--- src/rtl/math_mac_pkg.sv ---
// Shared types and helpers for the math library's multiply-accumulate back ends.
// Holds the accumulator state encoding and signed saturation limit computation.
package math_mac_pkg;

    typedef enum logic [1:0] {S_IDLE, S_ACCUM, S_HOLD} mac_state_t;

    // Most-positive (neg=0) or most-negative (neg=1) two's-complement value of
    // width w, returned in the low w bits of a 64-bit word.
    function automatic logic [63:0] sat_limit(input int unsigned w, input logic neg);
        logic [63:0] max_v;
        max_v = (64'd1 << (w - 1)) - 64'd1;
        return neg ? ~max_v : max_v;
    endfunction

endpackage

--- src/rtl/math_adder_signed_saturating.sv ---
// Combinational W-bit signed adder with overflow flag and optional clamping.
// Overflow: operands share a sign and the raw sum's sign differs from it.
module math_adder_signed_saturating
    import math_mac_pkg::*;
#(
    parameter int W        = 24,
    parameter bit SATURATE = 1'b1
) (
    input  logic [W-1:0] a,
    input  logic [W-1:0] b,
    output logic [W-1:0] sum,
    output logic         ovf
);

    localparam logic [W-1:0] SAT_MAX = W'(sat_limit(W, 1'b0));
    localparam logic [W-1:0] SAT_MIN = W'(sat_limit(W, 1'b1));

    logic [W-1:0] raw_sum;

    assign raw_sum = a + b;
    assign ovf     = (a[W-1] == b[W-1]) && (raw_sum[W-1] != a[W-1]);

    generate
        if (SATURATE) begin : g_sat
            // On overflow both operands carry the sign the true result would have.
            assign sum = ovf ? (a[W-1] ? SAT_MIN : SAT_MAX) : raw_sum;
        end else begin : g_wrap
            assign sum = raw_sum;
        end
    endgenerate

endmodule

--- src/rtl/math_booth_product_accumulator.sv ---
// Accumulates a stream of signed 2N-bit Booth products into a guarded sum,
// handing the result downstream on a valid/ready handshake after the last beat.
module math_booth_product_accumulator
    import math_mac_pkg::*;
#(
    parameter int N        = 8,
    parameter int GUARD    = 8,
    parameter bit SATURATE = 1'b1,
    parameter int CNT_W    = 8
) (
    input  logic                   i_clk,
    input  logic                   i_rst_n,
    input  logic                   i_prod_valid,
    output logic                   o_prod_ready,
    input  logic [2*N-1:0]         i_product,
    input  logic                   i_prod_last,
    input  logic                   i_clear,
    output logic                   o_acc_valid,
    input  logic                   i_acc_ready,
    output logic [2*N+GUARD-1:0]   o_acc,
    output logic                   o_acc_ovf,
    output logic [CNT_W-1:0]       o_beat_count,
    output logic                   o_busy
);

    localparam int ACC_W = 2*N + GUARD;

    mac_state_t       state_reg, state_next;
    logic [ACC_W-1:0] acc_reg, acc_next;
    logic [CNT_W-1:0] cnt_reg, cnt_next;
    logic             ovf_reg, ovf_next;
    logic             ready_reg;

    logic             accept;
    logic [ACC_W-1:0] base;
    logic [ACC_W-1:0] prod_ext;
    logic [ACC_W-1:0] add_sum;
    logic             add_ovf;
    logic [CNT_W-1:0] cnt_inc;

    assign accept   = i_prod_valid & ready_reg;
    assign base     = (state_reg == S_ACCUM) ? acc_reg : '0;
    assign prod_ext = ACC_W'($signed(i_product));
    assign cnt_inc  = (cnt_reg == '1) ? cnt_reg : cnt_reg + CNT_W'(1);

    math_adder_signed_saturating #(
        .W        (ACC_W),
        .SATURATE (SATURATE)
    ) u_adder (
        .a   (base),
        .b   (prod_ext),
        .sum (add_sum),
        .ovf (add_ovf)
    );

    always_comb begin
        state_next = state_reg;
        acc_next   = acc_reg;
        cnt_next   = cnt_reg;
        ovf_next   = ovf_reg;
        if (i_clear) begin
            state_next = S_IDLE;
            acc_next   = '0;
            cnt_next   = '0;
            ovf_next   = 1'b0;
        end else begin
            case (state_reg)
                S_IDLE: begin
                    if (accept) begin
                        acc_next   = add_sum;
                        cnt_next   = CNT_W'(1);
                        ovf_next   = add_ovf;
                        state_next = i_prod_last ? S_HOLD : S_ACCUM;
                    end
                end
                S_ACCUM: begin
                    if (accept) begin
                        acc_next   = add_sum;
                        cnt_next   = cnt_inc;
                        ovf_next   = ovf_reg | add_ovf;
                        state_next = i_prod_last ? S_HOLD : S_ACCUM;
                    end
                end
                S_HOLD: begin
                    if (i_acc_ready) begin
                        state_next = S_IDLE;
                        acc_next   = '0;
                        cnt_next   = '0;
                        ovf_next   = 1'b0;
                    end
                end
                default: begin
                    state_next = S_IDLE;
                    acc_next   = '0;
                    cnt_next   = '0;
                    ovf_next   = 1'b0;
                end
            endcase
        end
    end

    // ready tracks the registered state but stays low throughout reset.
    always_ff @(posedge i_clk or negedge i_rst_n) begin
        if (!i_rst_n) begin
            state_reg <= S_IDLE;
            acc_reg   <= '0;
            cnt_reg   <= '0;
            ovf_reg   <= 1'b0;
            ready_reg <= 1'b0;
        end else begin
            state_reg <= state_next;
            acc_reg   <= acc_next;
            cnt_reg   <= cnt_next;
            ovf_reg   <= ovf_next;
            ready_reg <= (state_next != S_HOLD);
        end
    end

    assign o_prod_ready = ready_reg;
    assign o_acc_valid  = (state_reg == S_HOLD);
    assign o_acc        = acc_reg;
    assign o_acc_ovf    = ovf_reg;
    assign o_beat_count = cnt_reg;
    assign o_busy       = (state_reg != S_IDLE);

endmodule
--- config.mk ---
export PLATFORM = sky130hd
export DESIGN_NAME = math_booth_product_accumulator
export DESIGN_NICKNAME = d
export VERILOG_FILES = /design/src/rtl/math_mac_pkg.sv /design/src/rtl/math_adder_signed_saturating.sv /design/src/rtl/math_booth_product_accumulator.sv
export SDC_FILE = /design/constraint.sdc
export NUM_CORES = 1
export LEC_CHECK = 0
export CAP_MARGIN = 20
export CORE_MARGIN = 4
export CORE_UTILIZATION = 45
export DETAILED_ROUTE_END_ITERATION = 6
export GPL_ROUTABILITY_DRIVEN = 0
export PLACE_DENSITY = 0.8
export SETUP_SLACK_MARGIN = 0.1
export SYNTH_ARGS = -nofsm -noshare
export SYNTH_HDL_FRONTEND = slang
export SYNTH_SLANG_ARGS = --single-unit
--- constraint.sdc ---
create_clock -name i_clk -period 9.6 [get_ports i_clk]
set_input_delay 1.92 -clock i_clk [delete_from_list [all_inputs] [get_ports i_clk]]
set_output_delay 1.92 -clock i_clk [all_outputs]
set_load 0.005 [all_outputs]
==> impl_metrics.csv, run 1 <==
group,metric,value,unit
synth,synth_cells,358,
route,wire_per_inst,15.1,um
placement,port-buffer-count,57,
final_layout,areaGrowthSynthToFinish,23.8,%
global_route,grt_pass1_wl,12.5,mm
global_route,grt_max_degree,37,
sta,setup_viol,0,
sta,max_slew_margin,0.490,
global_route,use_met3,0.0411,
power_and_ir_drop,p_total,0.410,mW
synth,synth_top_area_share,0.300,
sta,fmax,217,MHz
power_and_ir_drop,p_leak,1.69,nW
sta,layout_setup_ws,4.99,ns
sta,finalSetupTns,0,ns
sta,min_period,4.61,ns
critical_path,startpoint,"i_product[15]",
floorplan,io_pins,58,
power_and_ir_drop,switching_share,0.297,
synth,synth.top_cells.by_area,"dfrtp_1, ha_1, nand2_1, and2_1, nor2_1",
sta,hold_ws,0.499,ns
route,dr.pass1.iters,5,
cts,insertion_delay,0.30,ns
cts,holdBufCountCts,0,
critical_path,critPathLaunchType,"primary input",
hold_path,hold_path.class,"flop to flop",
cts,root_buffer,"clkbuf_8",
critical_path,path_class,"primary input to flop",
final_layout,antenna_cells,0,
cts,cts_setup_buffers,0,
sta,hold_viol_final,0,
synth,avgSynthCellArea,8.39,um2
critical_path,critical_path.max_stage_delay,0.62,ns
final_layout,layout-drive-gt1-share,0.0797,
critical_path,crit_slowest_cell,"clkdlybuf4s50_1",
power_and_ir_drop,pwr-share-comb,0.250,
critical_path,critPathMaxFanout,22,
final_layout,design_area,3720,um2
power_and_ir_drop,clock_power_share,0.338,
cts,h-tree-depth,2,
power_and_ir_drop,p_switching,0.122,mW
synth,ys_warn_count,0,
sta,rsz0062_at_grt,"false",
global_route,met2_usage,0.332,
cts,clk_pin_slew_worst_paths,0.08,ns
route,drcViolationCount,0,
route,viasPerCell,5.65,
global_route,antenna_found_initial,0,
placement,dpl.hpwl,5.38,mm
sta,slew_violations,0,
critical_path,crit_required,9.84,ns
sta,period_share,0.480,
synth,synthArstFlopShare,1.00,
floorplan,fp-row-count,29,
power_and_ir_drop,peakVddDrop,0.0813,mV
synth,yosysTopAreaCell,"dfrtp_1",
cts,clk_path_buf_depth,2,
power_and_ir_drop,intPower,0.288,mW
final_layout,nets,460,
hold_path,hold_start,"o_acc[14]",
global_route,grt_use_total,0.197,
final_layout,largest_reg_flops,24,
sta,skew,0.00719,ns
global_route,overflow,0,
route,drtIter0Drc,158,
synth,ys_ff_latch,36,
critical_path,critPathArrivalTime,4.85,ns
floorplan,fp.coreArea,6420,um2
route,finalWirelength,7.44,mm
route,via_count,2776,
cts,cts_sinks,36,
cts,tritoncts,"yes",
floorplan,start_util,0.468,
cts,ctsResizeCount,0,
global_route,met1_usage,0.256,
global_route,busiest_layer,"met2",
floorplan,die_x,89.7,um
synth,synth_most_common_cell,"nand2_1",
synth,yosysUniqueCellTypes,61,
outcome,status,"completed",
power_and_ir_drop,p_per_area,110,nW/um2
sta,worst_pin_slew,0.764,ns
synth,yosys-top-cells-count,"nand2_1, dfrtp_1, nor2_1, o21ai_0, and2_1",
critical_path,path_cells,"clkdlybuf4s50_1 > ha_1 > a211oi_1 > o21ai_0 > a211oi_1 > o31ai_1 > nor4b_2 > o21bai_4 > o21ai_0 > nand2_1",
power_and_ir_drop,seqPwrFrac,0.413,
run,max-cap-violations,0,
global_route,grt_pass1_vias,2784,
placement,pre_cts_ws,4.70,ns
placement,placed_area,3610,um2
floorplan,die_h,89.7,um
synth,synth_ff_type,"dfrtp_1",
synth,netlist_area,3000,um2
route,drtAntennaViolNets,0,
critical_path,setup.worst_path.end_class,"flop",
floorplan,die-area,8040,um2
synth,synth_edf_count,0,
synth,synth_fp_nets,405,
cts,cts_buffers,5,
synth,yosysSeqAreaShare,0.300,
critical_path,timing.rr.start,"state_reg[0]",
-- critical path, delay by kind of cell --
kind | cells | cell delay (ns)
buffers and inverters | 1 | 0.62
adders and majority gates | 1 | 0.48
and+or+nand+nor | 2 | 0.47
AOI/OAI and AO/OA | 6 | 1.35
-- cells by family after synthesis --
kind of cell	count (synthesis)	synth area share
XOR/XNOR	18	0.0525
flip-flops	36	0.300
multiplexers	2	0.00667
AO/OA/AOI/OAI	104	0.233
AND/OR/NAND/NOR	153	0.264
adder cells (fa/ha/maj)	25	0.107
buffers and inverters	20	0.0375
-- per-stage QoR --
step | util | instances
floorplan | - | 358
global placement | 0.561 | 483
detailed placement | 0.561 | 483
CTS | 0.579 | 491
global route | 0.579 | 491
finish | 0.579 | 491
-- power by group through the flow --
| stage | Clock [mW] | Combinational, mW | Sequential [mW] |
|---|---|---|---|
| 4_1_cts | 0.140 | 0.103 | 0.169 |
| 6_report | 0.138 | 0.102 | 0.169 |
| 2_1_floorplan | 0 | 0.0572 | 0.172 |
| 3_5_place_dp | 0 | 0.102 | 0.172 |
| 5_1_grt | 0.146 | 0.114 | 0.171 |
| 3_3_place_gp | 0 | 0.100 | 0.172 |
-- cells in the final DEF (no fill, tap or decap), drive strengths merged, types with 3 or more instances in the layout --
master and count:
a21o 12, nand2 42, a22oi 3, dfrtp 36
a31oi 4, inv 9, nor2b 5, a211oi 5
or3 4, and3 4, a21oi 23, o21ai 38
nand3 11, clkdlybuf4s50 57, nor2 38, or2 6
xor2 10, and2 25, o21bai 3, clkbuf 5
ha 24, nand4 5, nand2b 4, xnor2 8
nor3 3
-- final timing paths --
path	depth (start not counted)	slack, ns	endpoint
worst min-delay path	2	0.50	o_acc[14]
worst max-delay path	10	4.99	o_acc[15]
max in group asynchronous	2	7.22	o_beat_count[4]
min in group asynchronous	2	2.04	o_acc[8]
worst max register to register	13	6.17	o_acc[20]
worst min register to register	2	0.50	o_acc[14]
-- layout make-up --
| type | instances | area [um2] |
|---|---|---|
| clock buffer | 5 | 68.8 |
| clock inverter | 3 | 42.5 |
| fill | 565 | 2710 |
| inverter | 9 | 33.8 |
| multi-input combinational | 302 | 1990 |
| sequential | 36 | 901 |
| tap | 77 | 96.3 |
| timing repair buffer | 59 | 586 |
-- routing by layer --
layer | vias to the layer above | part of all wire
met5 | - | 0
met2 | 79 | 0.49
met1 | 1306 | 0.44
met4 | 0 | 0.0097
li1 | 1385 | -
met3 | 6 | 0.054
Note: power is estimated with default switching activity, not from simulation.
==> run 2, diff against run 1 <==
Clock period 9.6 ns to 4.47 ns, I/O delays scaled along.
==> run 2 against run 1 <==
Global-route usage grew 0.14 points. Combinational power up 120%. Largest cell class unchanged. Cell count unchanged. Sequential power rose by 120%. Count of clock-buffer cells in the layout stayed put. Design area is the same. Clock skew shrank 0.0023 ns. Largest power group unchanged. Critical path depth unchanged. Die area unchanged.
==> impl_metrics.csv, run 2 (synthesized netlist as in run 1, its figures left out) <==
group,metric,value,unit
route,drtAntennaViolNets,0,
placement,port-buffer-count,57,
cts,h-tree-depth,2,
floorplan,start_util,0.468,
cts,insertion_delay,0.30,ns
power_and_ir_drop,clock_power_share,0.335,
floorplan,die_x,89.7,um
sta,rsz0062_at_grt,"false",
sta,period_share,0.815,
hold_path,hold_start,"o_acc[14]",
power_and_ir_drop,seqPwrFrac,0.414,
power_and_ir_drop,p_switching,0.259,mW
route,dr.pass1.iters,4,
critical_path,rr_worst_depth,13,
route,wl_met2,3.65,mm
critical_path,startpoint,"i_product[15]",
route,drtIter0Drc,144,
cts,tritoncts,"yes",
floorplan,io_pins,58,
final_layout,register_area,901,um2
final_layout,final_core_util,0.579,
floorplan,fp-row-count,29,
floorplan,die-area,8040,um2
route,viasPerCell,5.67,
final_layout,design_area,3720,um2
route,via_count,2782,
sta,fmax,275,MHz
global_route,grt_pass1_vias,2792,
cts,clk_pin_slew_worst_paths,0.08,ns
sta,worst_pin_slew,0.749,ns
sta,min_period,3.64,ns
final_layout,largest_reg_flops,24,
hold_path,hold_path.class,"flop to flop",
global_route,grt_pass1_wl,12.6,mm
cts,cts_sinks,36,
sta,max_slew_margin,0.499,
route,wire_per_inst,15.2,um
critical_path,critPathArrivalTime,3.88,ns
global_route,grt_use_total,0.199,
final_layout,multi_input_area,1990,um2
route,top_layer,"met4",
power_and_ir_drop,switching_share,0.295,
final_layout,areaGrowthSynthToFinish,23.8,%
route,drcViolationCount,0,
cts,clk_path_buf_depth,2,
final_layout,layout_common_cells,"clkdlybuf4s50_1, nand2_1, nor2_1, dfrtp_1, o21ai_0",
final_layout,final_common_cell,"clkdlybuf4s50_1",
hold_path,hold_depth,2,
critical_path,critPathLaunchType,"primary input",
critical_path,timing.rr.start,"state_reg[0]",
power_and_ir_drop,pwr-share-comb,0.251,
critical_path,path_class,"primary input to flop",
critical_path,critPathMaxFanout,22,
critical_path,setup.worst_path.end_class,"flop",
floorplan,die_h,89.7,um
final_layout,nFillCells,581,
route,finalWirelength,7.49,mm
sta,slew_violations,0,
critical_path,path_cells,"clkdlybuf4s50_1 > ha_1 > a211oi_1 > o21ai_0 > a211oi_1 > o31ai_1 > nor4b_2 > o21bai_4 > o21ai_0 > nand2_1",
route,drt-met1-wl,3.41,mm
power_and_ir_drop,p_leak,1.69,nW
cts,cts_buffers,5,
cts,ctsResizeCount,0,
sta,finalSetupTns,0,ns
critical_path,rrSetupSlack,0.98,ns
outcome,status,"completed",
placement,dpl.hpwl,5.47,mm
global_route,overflow,0,
power_and_ir_drop,p_per_area,236,nW/um2
critical_path,crit_required,4.70,ns
global_route,antenna_found_initial,0,
critical_path,critical_path.max_stage_delay,0.61,ns
final_layout,nets,460,
floorplan,fp.coreArea,6420,um2
critical_path,reg2reg_to,"o_acc[20]",
power_and_ir_drop,intPower,0.619,mW
power_and_ir_drop,p_total,0.878,mW
final_layout,antenna_cells,0,
route,route.met3.wl,309,um
sta,hold_viol_final,0,
cts,holdBufCountCts,0,
sta,skew,0.00488,ns
placement,placed_area,3610,um2
hold_path,worstHoldEndpoint,"o_acc[14]",
run,max-cap-violations,0,
power_and_ir_drop,peakVddDrop,0.147,mV
sta,setup_viol,0,
sta,hold_ws,0.499,ns
critical_path,crit_slowest_cell,"clkdlybuf4s50_1",
final_layout,layout-drive-gt1-share,0.0797,
cts,cts_setup_buffers,0,
global_route,grt_max_degree,37,
cts,root_buffer,"clkbuf_8",
run 2: power by group through the flow:
stage / logic (mW) / clock network [mW] / registers (mW)
CTS: 0.222 / 0.300 / 0.364
global placement: 0.215 / 0 / 0.369
detailed placement: 0.220 / 0 / 0.370
finish: 0.220 / 0.294 / 0.364
global route: 0.246 / 0.312 / 0.367
floorplan: 0.123 / 0 / 0.368
run 2: worst max-delay path: cells and delay by family:
family / cells / cell delay [ns]
AND/OR/NAND/NOR: 2 / 0.47
buffers and inverters: 1 / 0.61
AO/OA/AOI/OAI: 6 / 1.43
adder cells (fa/ha/maj): 1 / 0.48
run 2: worst max-delay path by stage:
stage,slack (ns),endpoint,cells after the start
6_report,0.83,o_acc[15],10
5_1_grt,0.60,o_acc[15],10
4_1_cts,0.89,o_acc[20],10
3_5_place_dp,0.59,o_acc[20],10
3_3_place_gp,0.70,o_acc[20],11
2_1_floorplan,1.32,o_acc[20],10
run 2: cell type report:
cell class | instances | share of cell area
clock inverter | 3 | 0.0114
inverter | 9 | 0.00909
clock buffer | 5 | 0.0185
multi-input combinational | 302 | 0.535
sequential | 36 | 0.242
tap | 77 | 0.0259
timing repair buffer | 59 | 0.158
run 2: through the flow:
step                      cells  setup WS, ns
after floorplan             358          1.32
after global placement      483         0.701
after detailed placement    483         0.591
after CTS                   491         0.888
after global routing        491         0.599
final                       491         0.828
run 2: routing by layer:
layer  vias to the layer above  GRT usage
li1                       1385          -
met3                         9     0.0401
met4                         0     0.0677
met1                      1330      0.256
met2                        58      0.331
met5                         -          0
==> run 3, diff against run 2 <==
Settings changed: PLACE_DENSITY 0.8 to 0.83.
Clock period 4.47 ns to 2.9 ns, I/O delays scaled along.
==> run 3 against run 2 <==
The flow now finishes with violations (negative setup slack). Critical endpoint is now o_acc[21]. Hold slack gained 0.0042 ns. Non-clock buffer count grew 79. Sequential power grew 55%. Die area is the same. Power grew 65%. Worst setup slack lost 1.0 ns.
==> impl_metrics.csv, run 3 (synthesized netlist as in run 1, its figures left out) <==
group,metric,value,unit
outcome,status,"finished, violations left",
outcome,violations,"negative setup slack",
cts,root_buffer,"clkbuf_8",
sta,worst_pin_slew,0.486,ns
global_route,grt_use_total,0.250,
global_route,grt_max_degree,37,
final_layout,final_core_util,0.729,
power_and_ir_drop,p_leak,2.12,nW
final_layout,largest_reg_flops,24,
cts,cts_sinks,36,
sta,slew_violations,0,
route,wire_per_inst,19.2,um
sta,min_period,3.11,ns
power_and_ir_drop,p_total,1.45,mW
floorplan,fp.coreArea,6420,um2
route,viasPerCell,5.94,
final_layout,areaGrowthSynthToFinish,55.9,%
critical_path,setup.worst_path.end_class,"flop",
sta,layout_setup_ws,-0.205,ns
final_layout,antenna_cells,0,
sta,setup_viol,24,
route,drcViolationCount,0,
critical_path,timing.rr.start,"state_reg[0]",
critical_path,critPathArrivalTime,3.35,ns
placement,dpl.hpwl,6.54,mm
final_layout,nets,540,
hold_path,hold_depth,2,
global_route,overflow,0,
final_layout,layout-drive-gt1-share,0.330,
final_layout,multi_input_area,2320,um2
critical_path,crit_family,"simple AND/OR/NAND/NOR gates",
critical_path,crit_slowest_cell,"dfrtp_1",
power_and_ir_drop,peakVddDrop,0.227,mV
cts,tritoncts,"yes",
floorplan,die_h,89.7,um
final_layout,nFillCells,432,
route,wl_met2,5.50,mm
final_layout,final_common_cell,"buf_4",
cts,cts_buffers,5,
sta,finalSetupTns,-2.32,ns
run,max-cap-violations,0,
cts,holdBufCountCts,0,
global_route,grt_pass1_wl,15.9,mm
floorplan,io_pins,58,
critical_path,path_class,"flop to flop",
cts,clk_path_buf_depth,2,
power_and_ir_drop,p_per_area,310,nW/um2
floorplan,die-area,8040,um2
final_layout,register_area,902,um2
final_layout,design_area,4680,um2
critical_path,crit_buf_inv,3,
critical_path,rr_worst_depth,14,
critical_path,cp_common_cell,"buf_6",
cts,clk_pin_slew_worst_paths,0.08,ns
placement,placed_area,4110,um2
route,via_count,3392,
critical_path,crit_cells,14,
sta,skew,0.00387,ns
route,route.met3.wl,695,um
critical_path,startpoint,"state_reg[0]",
route,top_layer,"met4",
floorplan,start_util,0.468,
sta,fmax,322,MHz
route,drtIter0Drc,272,
cts,insertion_delay,0.30,ns
critical_path,critPathLaunchType,"flop",
hold_path,hold_path.class,"flop to flop",
final_layout,layout_common_cells,"buf_4, clkdlybuf4s50_1, nand2_1",
critical_path,path_cells,"nor2b_4 > and2_4 > ha_4 > buf_6 > nand4_1 > nor2_1 > o211ai_1 > buf_4 > buf_6 > a21o_1 > a22oi_2 > a31oi_2 > or3_1 > nand3_1",
global_route,grt_pass1_vias,3390,
sta,period_share,1.07,
floorplan,fp-row-count,29,
critical_path,crit_required,3.14,ns
sta,rsz0062_at_grt,"true",
sta,max_slew_margin,0.676,
sta,hold_viol_final,0,
cts,h-tree-depth,2,
floorplan,die_x,89.7,um
critical_path,critical_path.max_stage_delay,0.40,ns
hold_path,hold_start,"o_acc[12]",
critical_path,critPathMaxFanout,7,
placement,port-buffer-count,57,
route,dr.pass1.iters,5,
route,drtAntennaViolNets,0,
global_route,antenna_found_initial,0,
route,drt-met1-wl,4.26,mm
route,finalWirelength,10.9,mm
==> run 3: cell count changes in the layout (fill, tap and decap cells not counted), moves of 4 or more <==
cell | before | now
o21ai_2 | 0 | 6
a211oi_1 | 4 | 0
o21ai_1 | 12 | 20
nor2_1 | 36 | 32
o21ai_0 | 26 | 12
and2_1 | 25 | 18
ha_4 | 0 | 9
buf_6 | 0 | 12
ha_1 | 24 | 12
and2_4 | 0 | 7
buf_4 | 2 | 68
==> run 3: worst paths after layout <==
check | to | slack [ns]
setup / recovery | o_acc[21] | -0.21
hold / removal | o_acc[12] | 0.50
setup reg to reg | o_acc[21] | -0.21
hold reg to reg | o_acc[12] | 0.50
max in group asynchronous | state_reg[1] | 1.83
min in group asynchronous | o_acc[7] | 0.71
==> run 3: worst min-delay path, delay by kind of cell (launching register included) <==
kind / cells / cell delay [ns]
AND/OR/NAND/NOR: 2 / 0.10
flip-flops: 1 / 0.37
==> run 3: per-layer routing <==
metal,global-route usage,vias to the layer above
met3,0.0383,49
met4,0.0758,0
li1,-,1542
met1,0.324,1620
met5,0,-
met2,0.430,181
==> run 3: cell type report <==
type	instances	area share
multi-input combinational	303	0.496
tap	77	0.0206
timing repair buffer	138	0.264
inverter	9	0.00722
clock buffer	5	0.0147
clock inverter	3	0.00508
sequential	36	0.193
==> run 3: power by group <==
part	switching (mW)	internal (mW)	leakage [nW]
clock network	0.214	0.170	0.0404
logic	0.242	0.263	1.60
registers	0.0304	0.533	0.481
total	0.486	0.967	2.12
==> run 3: through the flow <==
step / worst slack (ns) / hold slack, ns / std cells
final: -0.205 / 0.503 / 571
after global routing: -0.257 / 0.551 / 571
after CTS: -0.0229 / 0.505 / 562
after detailed placement: -0.397 / 0.489 / 545
after global placement: -0.267 / 0.479 / 545
after floorplan: 0.0909 / 0.284 / 358
==> run 3: timing repair <==
| item | CTS | global route |
|---|---|---|
| endpoints found under the hold margin | 0 | 0 |
| endpoints found under the setup margin | 25 | 25 |
| setup buffers | 6 | 9 |
| gates resized for setup | 55 | 26 |
| pin swaps | 18 | 17 |
| cloned | 3 | 0 |
